## src/rtl/multi_countdown_timer.sv

```systemverilog
// Multi-channel HH:MM:SS BCD countdown timer with per-channel preset, run/pause,
// latched alarm and optional auto-reload; one channel is selected for edit/display.
module multi_countdown_timer #(
    parameter int TICK_DIV    = 100_000_000,
    parameter int CHANNELS    = 4,
    parameter int MAX_HOUR    = 99,
    parameter bit AUTO_RELOAD = 1'b0,
    localparam int CW         = (CHANNELS > 1) ? $clog2(CHANNELS) : 1
) (
    input  logic                clk,
    input  logic                reset,
    input  logic                btn_start,
    input  logic                btn_cancel,
    input  logic                btn_ch,
    input  logic                btn_next,
    input  logic                btn_inc,
    input  logic                btn_dec,
    output logic [CW-1:0]       ch_sel,
    output logic [23:0]         value,
    output logic [1:0]          cursor_pos,
    output logic [CHANNELS-1:0] running,
    output logic [CHANNELS-1:0] alert
);

    localparam int         DW   = (TICK_DIV > 1) ? $clog2(TICK_DIV) : 1;
    localparam logic [6:0] HMAX = 7'(MAX_HOUR);

    typedef enum logic [1:0] {ST_SET, ST_RUN, ST_PAUSE, ST_DONE} state_t;
    typedef enum logic [1:0] {FLD_HOUR = 2'd1, FLD_MIN = 2'd2, FLD_SEC = 2'd3} field_t;

    function automatic logic [6:0] bcd_to_bin(input logic [7:0] b);
        return 7'(b[7:4]) * 7'd10 + 7'(b[3:0]);
    endfunction

    function automatic logic [7:0] bin_to_bcd(input logic [6:0] v);
        logic [6:0] tens;
        logic [6:0] ones;
        tens = v / 7'd10;
        ones = v - tens * 7'd10;
        return {tens[3:0], ones[3:0]};
    endfunction

    // Wrapping step of one two-digit BCD field in 0..fmax.
    function automatic logic [7:0] step_field(input logic [7:0] f, input logic [6:0] fmax,
                                              input logic up);
        logic [6:0] v;
        v = bcd_to_bin(f);
        if (up) v = (v >= fmax) ? 7'd0 : v + 7'd1;
        else    v = (v == 7'd0) ? fmax : v - 7'd1;
        return bin_to_bcd(v);
    endfunction

    function automatic logic [23:0] dec_time(input logic [23:0] t);
        logic [7:0] h;
        logic [7:0] m;
        logic [7:0] s;
        h = t[23:16];
        m = t[15:8];
        s = t[7:0];
        if (s == 8'h00) begin
            if (m == 8'h00) h = step_field(h, HMAX, 1'b0);
            m = step_field(m, 7'd59, 1'b0);
        end
        s = step_field(s, 7'd59, 1'b0);
        return {h, m, s};
    endfunction

    logic [DW-1:0]       r_div;
    logic [CW-1:0]       r_ch_sel;
    field_t              r_field;
    state_t              r_state  [CHANNELS];
    logic [23:0]         r_preset [CHANNELS];
    logic [23:0]         r_cnt    [CHANNELS];
    logic [CHANNELS-1:0] r_running;
    logic [CHANNELS-1:0] r_alert;

    logic                w_tick;
    logic                w_do_start, w_do_cancel, w_do_ch, w_do_next, w_do_inc, w_do_dec;
    logic [CW-1:0]       w_ch_nxt;
    field_t              w_field_nxt;
    state_t              w_state_nxt  [CHANNELS];
    logic [23:0]         w_preset_nxt [CHANNELS];
    logic [23:0]         w_cnt_nxt    [CHANNELS];
    logic [CHANNELS-1:0] w_alert_nxt;
    logic [CHANNELS-1:0] w_sel;
    logic [CHANNELS-1:0] w_hold;

    assign w_tick = (r_div == DW'(TICK_DIV - 1));

    always_comb begin
        w_do_start  = btn_start;
        w_do_cancel = !btn_start && btn_cancel;
        w_do_ch     = !btn_start && !btn_cancel && btn_ch;
        w_do_next   = !btn_start && !btn_cancel && !btn_ch && btn_next;
        w_do_inc    = !btn_start && !btn_cancel && !btn_ch && !btn_next && btn_inc;
        w_do_dec    = !btn_start && !btn_cancel && !btn_ch && !btn_next && !btn_inc && btn_dec;
    end

    always_comb begin
        w_ch_nxt    = r_ch_sel;
        w_field_nxt = r_field;
        if (w_do_ch) begin
            w_ch_nxt    = (r_ch_sel == CW'(CHANNELS - 1)) ? '0 : r_ch_sel + 1'b1;
            w_field_nxt = FLD_HOUR;
        end else if (w_do_next) begin
            case (r_field)
                FLD_HOUR: w_field_nxt = FLD_MIN;
                FLD_MIN:  w_field_nxt = FLD_SEC;
                default:  w_field_nxt = FLD_HOUR;
            endcase
        end
    end

    // Button actions on the selected channel first; w_hold blocks that cycle's decrement.
    always_comb begin
        w_alert_nxt = r_alert;
        w_sel       = '0;
        w_hold      = '0;
        for (int unsigned i = 0; i < unsigned'(CHANNELS); i++) begin
            w_state_nxt[i]  = r_state[i];
            w_preset_nxt[i] = r_preset[i];
            w_cnt_nxt[i]    = r_cnt[i];
            w_sel[i]        = (r_ch_sel == CW'(i));
            if (w_sel[i] && w_do_start) begin
                case (r_state[i])
                    ST_SET: if (r_preset[i] != '0) begin
                        w_state_nxt[i] = ST_RUN;
                        w_cnt_nxt[i]   = r_preset[i];
                        w_hold[i]      = 1'b1;
                    end
                    ST_RUN: if (r_alert[i]) begin
                        w_alert_nxt[i] = 1'b0;
                    end else begin
                        w_state_nxt[i] = ST_PAUSE;
                        w_hold[i]      = 1'b1;
                    end
                    ST_PAUSE: begin
                        w_state_nxt[i] = ST_RUN;
                        w_hold[i]      = 1'b1;
                    end
                    default: begin
                        w_state_nxt[i] = ST_SET;
                        w_alert_nxt[i] = 1'b0;
                    end
                endcase
            end else if (w_sel[i] && w_do_cancel && r_state[i] != ST_SET) begin
                w_state_nxt[i] = ST_SET;
                w_cnt_nxt[i]   = r_preset[i];
                w_alert_nxt[i] = 1'b0;
                w_hold[i]      = 1'b1;
            end else if (w_sel[i] && (w_do_inc || w_do_dec) && r_state[i] == ST_SET) begin
                case (r_field)
                    FLD_HOUR: w_preset_nxt[i][23:16] = step_field(r_preset[i][23:16], HMAX, w_do_inc);
                    FLD_MIN:  w_preset_nxt[i][15:8]  = step_field(r_preset[i][15:8], 7'd59, w_do_inc);
                    default:  w_preset_nxt[i][7:0]   = step_field(r_preset[i][7:0], 7'd59, w_do_inc);
                endcase
            end
            if (r_state[i] == ST_RUN && w_tick && !w_hold[i]) begin
                if (r_cnt[i] == 24'h000001) begin
                    w_alert_nxt[i] = 1'b1;
                    if (AUTO_RELOAD) begin
                        w_cnt_nxt[i] = r_preset[i];
                    end else begin
                        w_cnt_nxt[i]   = '0;
                        w_state_nxt[i] = ST_DONE;
                    end
                end else begin
                    w_cnt_nxt[i] = dec_time(r_cnt[i]);
                end
            end
        end
    end

    always_ff @(posedge clk or negedge reset) begin
        if (!reset) begin
            r_div     <= '0;
            r_ch_sel  <= '0;
            r_field   <= FLD_HOUR;
            r_running <= '0;
            r_alert   <= '0;
            for (int unsigned i = 0; i < unsigned'(CHANNELS); i++) begin
                r_state[i]  <= ST_SET;
                r_preset[i] <= '0;
                r_cnt[i]    <= '0;
            end
        end else begin
            r_div    <= w_tick ? '0 : r_div + 1'b1;
            r_ch_sel <= w_ch_nxt;
            r_field  <= w_field_nxt;
            r_alert  <= w_alert_nxt;
            for (int unsigned i = 0; i < unsigned'(CHANNELS); i++) begin
                r_state[i]   <= w_state_nxt[i];
                r_preset[i]  <= w_preset_nxt[i];
                r_cnt[i]     <= w_cnt_nxt[i];
                r_running[i] <= (w_state_nxt[i] == ST_RUN);
            end
        end
    end

    assign ch_sel     = r_ch_sel;
    assign value      = (r_state[r_ch_sel] == ST_SET) ? r_preset[r_ch_sel] : r_cnt[r_ch_sel];
    assign cursor_pos = (r_state[r_ch_sel] == ST_SET) ? r_field : 2'd0;
    assign running    = r_running;
    assign alert      = r_alert;

endmodule

```

## config.mk

```make
export PLATFORM = sky130hd
export DESIGN_NAME = multi_countdown_timer
export DESIGN_NICKNAME = d
export VERILOG_FILES = /design/src/rtl/multi_countdown_timer.sv
export SDC_FILE = /design/constraint.sdc
export NUM_CORES = 2
export LEC_CHECK = 0
export ABC_AREA = 1
export CORE_MARGIN = 1
export CORE_UTILIZATION = 55
export CTS_BUF_LIST = sky130_fd_sc_hd__clkbuf_8
export CTS_CLUSTER_DIAMETER = 150
export CTS_CLUSTER_SIZE = 24
export DETAILED_ROUTE_END_ITERATION = 16
export GPL_TIMING_DRIVEN = 0
export PLACE_DENSITY = 0.78
export SLEW_MARGIN = 25
export SYNTH_ARGS = -nofsm -noshare
export SYNTH_HDL_FRONTEND = slang
export SYNTH_SLANG_ARGS = --single-unit
```

## constraint.sdc

```tcl
create_clock -name clk -period 15.29 [get_ports clk]
set_input_delay 3.058 -clock clk [delete_from_list [all_inputs] [get_ports clk]]
set_output_delay 3.058 -clock clk [all_outputs]
set_load 0.01 [all_outputs]
```

==> qor.yml <==
synth:
  synth_area_per_cell_um2: 6.36
  syn_area_mm2: 0.0322
  ys_ff_latch: 239
  synth_edf_count: 0
  synth_cell_types: 64
  synthTopCellsByArea: "dfrtp_1 18%, nand2_1 16%, ha_1 12%"
  postSynth.asyncResetShare: 1.00
  synth_seq_area_share: 0.186
  syn-num-nets: 5460
  synth_top_area_frac: 0.185
  yosysWarnings: 0
  syn_inst: 5067
  synth_top_area_cell: "dfrtp_1"
  synth_flop_cell: "dfrtp_1"
critical_path:
  path_class: "primary input to flop"
  cpMostUsedCell: "nand2_1"
  cp_slowest_cell: "clkdlybuf4s50_1"
  worstPathMaxFanout: 10
  cp-start-kind: "primary input"
  r2r-start: "r_preset[79]"
  critPathCaptureType: "flop"
  arrival_ps: 8900
  reg2reg_depth: 40
  worstSetupStartpoint: "btn_cancel"
  reg2reg_slack_ps: 8440
  slowest_delay_ps: 580
  cp.required_ps: 15820
  timing.rr.end: "r_preset[75]"
timing:
  slew_viol_final: 0
  tightest_slew_ps: 999
  setup_viol: 0
  skew_ps: 69.1
  relSlewSlack: 0.328
  rsz0062_at_grt: "no"
  clock.fmax_ghz: 0.119
  final-hold-violation-count: 0
  period_share: 0.548
  tns_ps: 0
  worst_hold_slack_ps: 483
  post-route-min-period_ps: 8380
global_route:
  antenna_found_initial: 3
  grt_max_degree: 83
  grt_pass1_vias: 30300
  grt_usage: 0.342
  grt_pass1_wl_um: 162000
  overflow: 0
place:
  placed_cells: 5877
  numPortBuffers: 42
  dpl.hpwl_um: 82700
  place_congestion: 1.05
cts:
  cts_setup_buffers: 0
  clkLatencyLatePin_ps: 640
  cts_sinks: 239
  root_buffer: "clkbuf_8"
  htree_levels: 1
  cts_hold_buf: 0
  max-clock-path-buffers: 3
  clk_pin_slew_ps: 150
  cts_made_buffers: 14
  cts_tree: "built"
  cts_resized: 0
min_path:
  min_from: "r_div[0]"
  hold_path_class: "flop to flop"
  whs_endpoint: "r_div[0]"
  holdPathStages: 1
floorplan:
  dieArea_mm2: 0.0596
  die_y_um: 244
  initial_utilization: 0.558
  core-area_mm2: 0.0578
  die_x_um: 244
  ioPinCount: 44
  num_rows: 88
route:
  wl_per_cell_um: 17.6
  firstDrtPassIters: 7
  drt_iter0_drc: 3377
  vias_per_cell: 5.72
  drt-total-wl_um: 104000
  drc: 0
  dr_total_vias: 33700
  drtAntennaViolNets: 0
cells_and_area:
  drive_above_1_share: 0.0376
  multi_input_area_mm2: 0.0230
  layout.nets: 5521
  register_area_mm2: 0.00598
  fin_util: 0.588
  area_growth_pct: 5.43
  fillers: 5679
  fin_cells: 5899
job:
  max-cap-violations: 0
status:
  status: "finished, final reports clean"
-- per-stage QoR --
stage | area [um2] | setup WS (ps)
after floorplan | 32200 | 7870
after global placement | 33600 | 325
after detailed placement | 33700 | 6260
after CTS | 34000 | 6920
after global routing | 34000 | 6320
final | 34000 | 6910
-- placed cells by master (no fill, tap or decap), types with 36 or more instances in the layout --
cell / count
nand4_1: 84
o21ai_0: 364
nand2_2: 36
nor2_1: 415
clkbuf_1: 44
clkdlybuf4s50_1: 41
nand3_1: 489
nor4_1: 36
inv_1: 750
ha_1: 313
fa_1: 72
a21oi_1: 178
dfrtp_1: 238
nand3b_1: 38
xor2_1: 139
nor3_1: 52
xnor2_1: 69
nand2_1: 1378
-- how the worst max path moves through the flow --
stage          slack, ps           end
2_1_floorplan       7870  r_preset[91]
3_5_place_dp        6260  r_preset[91]
4_1_cts             6920  r_preset[91]
3_3_place_gp         330     r_cnt[45]
5_1_grt             6320  r_preset[91]
6_report            6910  r_preset[91]
-- state kept, by name (all words and copies together), names as in the netlist --
| register | count |
|---|---|
| alert | 4 |
| ch_sel | 2 |
| r_cnt | 96 |
| r_div | 27 |
| r_field | 2 |
| r_preset | 96 |
| r_state | 8 |
| running | 4 |
-- routing by layer --
layer,wire [um],track usage,up-vias
met5,17,0,-
met4,4480,0.136,2
met3,10800,0.0584,246
met2,43500,0.521,1413
met1,44700,0.480,15500
li1,-,-,16600
-- worst max-delay path, delay by kind of cell --
kind | cells | cell delay (ps)
buffers and inverters | 8 | 1910
AO/OA/AOI/OAI | 2 | 330
adder cells (fa/ha/maj) | 5 | 1220
AND/OR/NAND/NOR | 26 | 2350
-- cells in the mapped netlist, types with 38 or more instances --
master	instances
nand2_1	1378
inv_1	747
nand3_1	489
nor2_1	415
o21ai_0	364
ha_1	313
dfrtp_1	238
a21oi_1	178
xor2_1	139
nand4_1	84
fa_1	72
xnor2_1	69
nor3_1	52
clkbuf_1	44
nand3b_1	38
-- cells by family (layout without fill, tap and decap cells) --
kind of cell | Yosys count | in the layout | synth area share
flip-flops | 239 | 239 | 0.186
AO/OA/AOI/OAI | 745 | 745 | 0.129
AND/OR/NAND/NOR | 2626 | 2626 | 0.355
adder cells (fa/ha/maj) | 385 | 385 | 0.166
buffers and inverters | 853 | 918 | 0.101
other | 0 | 2 | 0
XOR/XNOR | 219 | 219 | 0.0627
-- layout make-up --
class / count / area share
plain buffers: 68 / 0.00924
multi-input cells: 3975 / 0.677
inverters: 785 / 0.0867
clock inverters: 5 / 0.00210
flip-flops and latches: 239 / 0.176
diodes: 2 / 0.000147
well taps: 765 / 0.0282
repair buffers: 45 / 0.0149
clock buffers: 15 / 0.00608
Power is not shown: default switching activity piles up to over one toggle a cycle in this logic, so the estimate is an artifact.
